$ cat src/rtl/hack_pkg.sv
// -----------------------------------------------------------------------------
// hack_pkg
// Shared types and constants for the Hack ROM loader.
//   loader_state_e : frame-parser FSM state encoding
//   ROM_ADDR_W     : instruction ROM address width (15 bits)
//   WORD_W         : instruction word width (16 bits)
//   ROM_WORDS_MAX  : largest ROM the address width can cover (32768 words)
// -----------------------------------------------------------------------------
package hack_pkg;

    localparam int ROM_ADDR_W    = 15;
    localparam int WORD_W        = 16;
    localparam int ROM_WORDS_MAX = 32768;

    typedef enum logic [2:0] {
        ST_LEN_HI  = 3'd0,
        ST_LEN_LO  = 3'd1,
        ST_DATA_HI = 3'd2,
        ST_DATA_LO = 3'd3,
        ST_SUM_HI  = 3'd4,
        ST_SUM_LO  = 3'd5,
        ST_RUN     = 3'd6,
        ST_ERROR   = 3'd7
    } loader_state_e;

endpackage : hack_pkg

$ cat src/rtl/hack_loader_timeout.sv
// -----------------------------------------------------------------------------
// hack_loader_timeout
// Idle-cycle counter for the ROM loader.
//   clk      : system clock
//   reset    : synchronous active-high reset
//   clear    : zero the counter this cycle (byte accepted, restart, or idle state)
//   enable   : count this cycle (a counting state with no accepted byte)
//   expired  : the current cycle is the TIMEOUT_CYCLES-th consecutive idle
//              cycle; if it also ends without a byte, the loader must give up
// -----------------------------------------------------------------------------
module hack_loader_timeout #(
    parameter int TIMEOUT_CYCLES = 1_000_000
) (
    input  logic clk,
    input  logic reset,
    input  logic clear,
    input  logic enable,
    output logic expired
);

    localparam int CW = $clog2(TIMEOUT_CYCLES + 1);
    // count_q holds the number of idle cycles already completed, so the
    // cycle in which it equals TIMEOUT_CYCLES-1 is the last one allowed.
    localparam logic [CW-1:0] LAST = CW'(TIMEOUT_CYCLES - 1);

    logic [CW-1:0] count_q;
    logic [CW-1:0] count_d;

    always_comb begin
        count_d = count_q;
        if (clear) begin
            count_d = '0;
        end else if (enable && (count_q != LAST)) begin
            count_d = count_q + 1'b1;
        end
    end

    always_ff @(posedge clk) begin
        if (reset) begin
            count_q <= '0;
        end else begin
            count_q <= count_d;
        end
    end

    assign expired = (count_q == LAST);

endmodule : hack_loader_timeout

$ cat src/rtl/hack_rom_loader.sv
// -----------------------------------------------------------------------------
// hack_rom_loader
// Receives a big-endian program frame from a UART byte stream and writes it
// into the Hack instruction ROM, then releases the CPU from reset.
// Frame: N (2 bytes) | N words (2 bytes each) | checksum (2 bytes, sum mod 2^16)
//   clk        : system clock, rising edge
//   reset      : synchronous active-high reset
//   rx_data    : received byte
//   rx_valid   : byte offered; it is taken on rx_valid && rx_ready
//   rx_ready   : loader is parsing a frame and takes bytes
//   load_req   : one-cycle request to restart loading
//   rom_we     : one-cycle ROM write strobe
//   rom_addr   : ROM write address (word index)
//   rom_wdata  : ROM write data
//   cpu_reset  : held high unless the program loaded successfully
//   done       : program loaded, CPU running
//   error      : load failed
//   dbg_state  : current FSM state
// Handshake: a byte transfers on the rising edge where rx_valid and rx_ready
// are both high; rx_ready is a registered function of the FSM state only, so
// the sender never sees a combinational dependence on its own rx_valid.
// All outputs are registered.
// -----------------------------------------------------------------------------
module hack_rom_loader
    import hack_pkg::*;
#(
    parameter int TIMEOUT_CYCLES = 1_000_000,
    parameter int ROM_WORDS      = 32768
) (
    input  logic                  clk,
    input  logic                  reset,
    input  logic [7:0]            rx_data,
    input  logic                  rx_valid,
    output logic                  rx_ready,
    input  logic                  load_req,
    output logic                  rom_we,
    output logic [ROM_ADDR_W-1:0] rom_addr,
    output logic [WORD_W-1:0]     rom_wdata,
    output logic                  cpu_reset,
    output logic                  done,
    output logic                  error,
    output loader_state_e         dbg_state
);

    loader_state_e         state_q,     state_d;
    logic [7:0]            byte_hi_q,   byte_hi_d;
    logic [WORD_W-1:0]     len_q,       len_d;
    logic [WORD_W-1:0]     word_idx_q,  word_idx_d;
    logic [WORD_W-1:0]     sum_q,       sum_d;
    logic                  rx_ready_q,  rx_ready_d;
    logic                  rom_we_q,    rom_we_d;
    logic [ROM_ADDR_W-1:0] rom_addr_q,  rom_addr_d;
    logic [WORD_W-1:0]     rom_wdata_q, rom_wdata_d;
    logic                  cpu_reset_q, cpu_reset_d;
    logic                  done_q,      done_d;
    logic                  error_q,     error_d;

    logic              accept;
    logic              counting;
    logic              tmo_clear;
    logic              tmo_expired;
    logic              timeout_hit;
    logic [WORD_W-1:0] rx_word;
    logic [WORD_W:0]   len_ext;

    assign accept   = rx_valid && rx_ready_q;
    assign rx_word  = {byte_hi_q, rx_data};
    assign len_ext  = {1'b0, rx_word};

    // Only the mid-frame states are supervised; LEN_HI waits forever.
    assign counting = (state_q == ST_LEN_LO)  || (state_q == ST_DATA_HI) ||
                      (state_q == ST_DATA_LO) || (state_q == ST_SUM_HI)  ||
                      (state_q == ST_SUM_LO);

    assign tmo_clear   = load_req || accept || !counting;
    assign timeout_hit = counting && tmo_expired && !accept;

    hack_loader_timeout #(
        .TIMEOUT_CYCLES (TIMEOUT_CYCLES)
    ) u_timeout (
        .clk     (clk),
        .reset   (reset),
        .clear   (tmo_clear),
        .enable  (counting),
        .expired (tmo_expired)
    );

    always_comb begin
        state_d     = state_q;
        byte_hi_d   = byte_hi_q;
        len_d       = len_q;
        word_idx_d  = word_idx_q;
        sum_d       = sum_q;
        rom_we_d    = 1'b0;
        rom_addr_d  = rom_addr_q;
        rom_wdata_d = rom_wdata_q;

        if (load_req) begin
            // Restart wins over a byte arriving in the same cycle; that byte is dropped.
            state_d    = ST_LEN_HI;
            word_idx_d = '0;
            sum_d      = '0;
            rom_addr_d = '0;
        end else if (timeout_hit) begin
            state_d = ST_ERROR;
        end else if (accept) begin
            case (state_q)
                ST_LEN_HI: begin
                    byte_hi_d = rx_data;
                    state_d   = ST_LEN_LO;
                end
                ST_LEN_LO: begin
                    len_d = rx_word;
                    if (len_ext > (WORD_W + 1)'(ROM_WORDS)) begin
                        state_d = ST_ERROR;
                    end else if (rx_word == '0) begin
                        state_d = ST_SUM_HI;
                    end else begin
                        state_d = ST_DATA_HI;
                    end
                end
                ST_DATA_HI: begin
                    byte_hi_d = rx_data;
                    state_d   = ST_DATA_LO;
                end
                ST_DATA_LO: begin
                    rom_we_d    = 1'b1;
                    rom_addr_d  = word_idx_q[ROM_ADDR_W-1:0];
                    rom_wdata_d = rx_word;
                    sum_d       = sum_q + rx_word;
                    word_idx_d  = word_idx_q + 1'b1;
                    state_d     = ((word_idx_q + 1'b1) == len_q) ? ST_SUM_HI : ST_DATA_HI;
                end
                ST_SUM_HI: begin
                    byte_hi_d = rx_data;
                    state_d   = ST_SUM_LO;
                end
                ST_SUM_LO: begin
                    state_d = (rx_word == sum_q) ? ST_RUN : ST_ERROR;
                end
                default: begin
                    state_d = state_q;
                end
            endcase
        end

        // Status outputs are registered images of the next state.
        rx_ready_d  = (state_d != ST_RUN) && (state_d != ST_ERROR);
        cpu_reset_d = (state_d != ST_RUN);
        done_d      = (state_d == ST_RUN);
        error_d     = (state_d == ST_ERROR);
    end

    always_ff @(posedge clk) begin
        if (reset) begin
            state_q     <= ST_LEN_HI;
            byte_hi_q   <= '0;
            len_q       <= '0;
            word_idx_q  <= '0;
            sum_q       <= '0;
            rx_ready_q  <= 1'b1;
            rom_we_q    <= 1'b0;
            rom_addr_q  <= '0;
            rom_wdata_q <= '0;
            cpu_reset_q <= 1'b1;
            done_q      <= 1'b0;
            error_q     <= 1'b0;
        end else begin
            state_q     <= state_d;
            byte_hi_q   <= byte_hi_d;
            len_q       <= len_d;
            word_idx_q  <= word_idx_d;
            sum_q       <= sum_d;
            rx_ready_q  <= rx_ready_d;
            rom_we_q    <= rom_we_d;
            rom_addr_q  <= rom_addr_d;
            rom_wdata_q <= rom_wdata_d;
            cpu_reset_q <= cpu_reset_d;
            done_q      <= done_d;
            error_q     <= error_d;
        end
    end

    assign rx_ready  = rx_ready_q;
    assign rom_we    = rom_we_q;
    assign rom_addr  = rom_addr_q;
    assign rom_wdata = rom_wdata_q;
    assign cpu_reset = cpu_reset_q;
    assign done      = done_q;
    assign error     = error_q;
    assign dbg_state = state_q;

endmodule : hack_rom_loader

$ cat config.mk
export PLATFORM = sky130hd
export DESIGN_NAME = hack_rom_loader
export DESIGN_NICKNAME = d
export VERILOG_FILES = /design/src/rtl/hack_pkg.sv /design/src/rtl/hack_loader_timeout.sv /design/src/rtl/hack_rom_loader.sv
export SDC_FILE = /design/constraint.sdc
export NUM_CORES = 1
export LEC_CHECK = 0
export CORE_MARGIN = 5
export CORE_UTILIZATION = 58
export DETAILED_ROUTE_END_ITERATION = 8
export GPL_TIMING_DRIVEN = 0
export PLACE_DENSITY_LB_ADDON = 0.2
export SLEW_MARGIN = 25
export SYNTH_ARGS = -nofsm -noshare
export SYNTH_HDL_FRONTEND = slang
export SYNTH_SLANG_ARGS = --single-unit
$ cat constraint.sdc
create_clock -name clk -period 2.4 [get_ports clk]
set_input_delay 0.36 -clock clk [delete_from_list [all_inputs] [get_ports clk]]
set_output_delay 0.36 -clock clk [all_outputs]
set_load 0.005 [all_outputs]
# [After elaboration in Yosys (flattened, before gate mapping)]
# Cells that the tools add are included.
[op_classes] add_sub_neg=3 magnitude_cmp=1 eq_ne=13 muxes=9 n_bitwise=3 n_reduce_logical=23
[ops] op="$eq A16 B16 Y1" n=2
[ops] op="$add A20 B1 Y20 const B" n=1
[ops] op="$eq A20 B20 Y1 const B" n=1
[ops] op="$ne A20 B20 Y1 const B" n=1
[ops] op="$mux W3" n=6
[ops] op="$pmux W3 S6" n=1
[ops] op="$add A16 B1 Y16 const B" n=1
[ops] op="$add A16 B16 Y16" n=1
[ops] op="$gt A16 B16 Y1 const B" n=1
[ops] op="$logic_not A16 Y1" n=1
[ops] op="$eq A3 B3 Y1 const B" n=4
[ops] op="$reduce_and A4 Y1" n=3
[ops] op="$eq A3 B2 Y1 const B" n=2
[ops] op="$logic_or A1 B1 Y1" n=6
[ops] op="$ne A3 B3 Y1 const B" n=2
[ops] op="$logic_and A1 B1 Y1" n=5
[ops] op="$reduce_or A2 Y1" n=2
[ops] op="$reduce_or A4 Y1" n=1
[ops] op="$eq A3 B1 Y1 const B" n=1
[ops] op="$logic_not A3 Y1" n=1
[ops] op="$not A1 Y1" n=3
[ops] op="$reduce_and A3 Y1" n=1
[ops] op="$reduce_or A3 Y1" n=1
[ops] op="$logic_not A1 Y1" n=2
[ops] op="$mux W1" n=2
[word_totals] regBits=115 out_inout_bits=39

# [Longest topological paths before layout]
[logic_depth] word_depth=11 mapped_depth=9 mapped_depth_nobuf=9

# [Cells and area by module]
# A second synthesis with hierarchy kept.
[unflattened] hier_cells=710 hier_area_um2=5883.1
[by_module_without_submodules] mod="hack_rom_loader" instances=1 cells_each=596 area_per_inst_um2=4884.7
[by_module_without_submodules] mod="hack_loader_timeout" instances=1 cells_each=114 area_per_inst_um2=998.5

# [Worst setup path after synthesis]
# Ideal clock, no wire load.
[synth_path] path_kind="register -> register" startpoint="register u_timeout.count_q[6]" endpoint="register u_timeout.count_q[5]" arrival_time_ps=2113 path_slack_ps=159 stages_incl_launch_ff=8 synth_period_minus_slack_ps=2241 cell_sequence="dfxtp_1 > or4_1 > or4_1 > buf_6 > o31ai_4 > nor3_1 > xnor2_1 > nor2_1"
[synth_between] elab_chain_len=2
[synth_lines] item="from (decl)" line_no="hack_loader_timeout.sv:26" source="logic [CW-1:0] count_q;"
[synth_lines] item="from (signal assigned)" line_no="hack_loader_timeout.sv:42" source="count_q <= count_d;"
[synth_lines] item="$ne A20 B20 Y1" line_no="hack_loader_timeout.sv:33" source="end else if (enable && (count_q != LAST)) begin"
[synth_lines] item="$logic_and A1 B1 Y1" line_no="hack_loader_timeout.sv:33"
# No other way between the ends.
# A chain may end at the register's enable or synchronous reset.

# [Worst setup path in the final report]
[layout_path] startpoint="input port rx_data[6]" endpoint="register sum_q[11]"
[layout_between] elab_chain_len=1
[layout_lines] item="from (decl)" line_no="hack_rom_loader.sv:32" source="input logic [7:0] rx_data,"
[layout_lines] item="$add A16 B16 Y16" line_no="hack_rom_loader.sv:130" source="sum_d = sum_q + rx_word;"
[layout_lines] item="to (signal assigned)" line_no="hack_rom_loader.sv:173" source="sum_q <= sum_d;"
[layout_lines] item="to (decl)" line_no="hack_rom_loader.sv:49" source="logic [WORD_W-1:0] sum_q, sum_d;"
# No other way between the ends.

==> flow_summary.yaml <==
setup_path:
  cp-start-kind: "input pin"
  critPathCaptureType: "register"
  cp_max_fo: 7
  ff2ff_setup_slack_ns: 0.05
  worstPathArrival_ns: 2.77
  cp_cell_sequence: "clkdlybuf4s50_1, ha_2, a21o_1, or2_2, o31a_1, and3_1, o41ai_1"
  max_stage_delay_ns: 0.65
  crit_type: "in2reg"
  crit_slowest_cell: "clkdlybuf4s50_1"
  cp.required_ns: 2.81
layout:
  area_delta_synth_final_pct: 24.0
  diodes: 0
  fin_cells: 933
  layout-drive-gt1-share_pct: 9.00
  finalNetCount: 818
clock_tree:
  clockBufferDepth: 2
  cts_made_buffers: 17
  cts_tree: "built"
  cts.sink_count: 115
  clk_pin_slew_ns: 0.06
  htreeDepth: 4
  insertion_delay_ns: 0.51
  cts-root-buf: "clkbuf_8"
  holdBufCountCts: 0
die:
  fp.dieW_um: 110
  die-area_um2: 12100
  start_util_pct: 59.3
  dieHeight_um: 110
  ioPinCount: 51
  fp.coreArea_um2: 9770
  rows: 36
route:
  avgRoutedWirePerCell_um: 16.7
  vias_per_cell: 5.87
  drtIter0Drc: 441
  drt_wl_total_mm: 15.6
  drc: 0
  dr_total_vias: 5477
  first_pass_iters: 5
  postRouteAntennaNets: 0
sta:
  skew_ns: 0.00910
  slew_headroom_pct: 51.6
  setup_viol: 0
  worst_slack_ns: 0.0382
  timing.fmax_mhz: 423
  finalHoldViolations: 0
  rsz0062_at_grt: "yes"
  min_period_ns: 2.36
  drv_slew: 0
  worst_slew_pin_slew_ns: 0.720
  period_share_pct: 98.4
logic_synthesis:
  synthArstFlopShare_pct: 0
  yosysSeqAreaShare_pct: 39.7
  syn_area_um2: 5800
  synth_edf_count: 0
  syn_avg_cell_area_um2: 8.08
  yosys_warnings: 0
  synth_cells: 717
  synth.distinct_cells: 54
  ys_ff_latch: 115
  synthFlopType: "dfxtp_1"
  syn_nets: 747
grt:
  grt-ovfl-total: 0
  grt_pass1_wl_mm: 25.9
  grt_max_degree: 17
  antenna_found_initial: 0
  grt_pass1_vias: 5474
  grt_usage_pct: 27.0
hold_path:
  hold_path.class: "in2reg"
status:
  status: "completed"
placed_design:
  pre_cts_ws_ns: -0.473
  placed_cells: 900
  portBuffers: 50
  place_hpwl_mm: 11.0
  gp_congestion: 0.914
flow_run:
  maxCapViolCount: 0
pwr:
  vdd_ir_drop_max_uv: 458
  powerDensity_nw_per_um2: 642
  power.leakage_nw: 2.63
-- area by class of cell --
cell class | count | area [um^2]
Multi-Input combinational cell | 549 | 3370
Fill cell | 777 | 2590
Sequential cell | 115 | 2320
Timing Repair Buffer | 57 | 563
Clock buffer | 21 | 449
Tap cell | 133 | 166
Buffer | 36 | 141
Clock inverter | 10 | 133
Inverter | 12 | 45.0
-- kinds of logic after synthesis --
logic type | after synthesis | share of synthesized area [%]
muxes | 11 | 1.90
and+or+nand+nor | 330 | 27.5
AOI/OAI and AO/OA | 121 | 12.8
buffers and inverters | 53 | 3.58
DFF | 115 | 39.7
adders and majority gates | 18 | 4.01
xor gates and xnor gates | 69 | 10.4
-- timing repair --
item / in CTS / in global routing
endpoints found under the setup margin: 57 / 44
pin swaps: 3 / 9
buffers inserted: 5 / 2
resized for setup: 6 / 30
-- layer usage --
| layer | track usage, % | share of wire [%] | vias up |
|---|---|---|---|
| met2 | 47.8 | 51 | 171 |
| met3 | 4.48 | 5.5 | 34 |
| met1 | 33.3 | 42 | 2640 |
| li1 | - | - | 2632 |
| met5 | 0 | 0 | - |
| met4 | 8.90 | 1.9 | 0 |
-- report_power, final --
group / internal, mW / total [mW] / switching (mW)
Combinational: 0.0757 / 0.195 / 0.119
Clock: 1.62 / 2.48 / 0.860
Sequential: 1.92 / 1.94 / 0.0188
Total: 3.62 / 4.61 / 0.998
-- placed cells by master (no fill, tap or decap), types with 7 or more instances in the layout --
cell	n
a21o_1	9
mux2i_1	11
and3_1	10
nand3_1	28
ha_1	16
nor3_1	12
clkbuf_16	16
nand2_1	104
inv_1	12
xor2_1	31
nand2b_1	19
dfxtp_1	105
clkbuf_1	32
clkdlybuf4s50_1	49
nor4_1	11
o211ai_1	8
xnor2_1	37
a21oi_1	63
o21ai_0	13
nor2_1	87
nand4_1	12
or4_1	7
dfxtp_2	9
-- cell usage after synthesis, types with 3 or more instances --
library cell | n | share of area [%]
nand2_1 | 104 | 6.7
nor4b_1 | 4 | 0.60
nor2_1 | 89 | 5.8
o21ai_0 | 13 | 1.1
xor2_1 | 31 | 4.7
a21oi_1 | 63 | 5.4
dfxtp_1 | 115 | 40
o21a_1 | 4 | 0.52
inv_1 | 12 | 0.78
xnor2_1 | 38 | 5.7
or4_1 | 9 | 1.2
clkbuf_1 | 38 | 2.5
nor4_1 | 16 | 1.7
o211ai_1 | 8 | 1.0
nand3_1 | 28 | 2.4
ha_1 | 17 | 3.7
mux2i_1 | 11 | 1.9
a31oi_1 | 5 | 0.54
or3_1 | 3 | 0.32
and3_1 | 10 | 1.1
nand2b_1 | 19 | 2.1
nand4_1 | 12 | 1.3
nor3_1 | 14 | 1.2
nor2b_1 | 5 | 0.54
a211oi_1 | 4 | 0.52
a21o_1 | 9 | 1.2
or2_2 | 3 | 0.32
-- path summary, 6_finish.rpt --
check | startpoint | endpoint | depth (start not counted)
worst max register to register | u_timeout.count_q[6] | u_timeout.count_q[4] | 7
worst min-delay path | rx_data[0] | len_q[0] | 3
worst max-delay path | rx_data[6] | sum_q[11] | 7
worst min register to register | rom_addr[2] | rom_addr[2] | 2
-- state kept, by name, indices dropped and copies added, names as in the netlist, 3 cells and up --
register / cells
rom_addr: 15
len_q: 16
dbg_state: 3
sum_q: 16
u_timeout.count_q: 20
word_idx_q: 16
rom_wdata: 16
byte_hi_q: 8
-- stage by stage --
step,hold slack (ns),total power [mW],utilization [%],area [um^2],setup TNS (ns)
5_1_grt,0.266,4.75,73.5,7190,-0.163
3_3_place_gp,0.444,2.15,66.1,6460,-15.06
2_1_floorplan,0.436,2.08,-,5800,0
4_1_cts,0.464,4.61,72.6,7090,0
3_5_place_dp,0.456,2.16,66.1,6460,-19.24
6_report,0.228,4.61,73.5,7190,0
-- critical path, delay by kind of cell --
kind / cells / cell delay [ns]
simple gates: 2 / 0.48
buf+inv: 1 / 0.65
compound gates: 3 / 0.92
fa+ha+maj: 1 / 0.38
(Power assumes the default switching activity.)
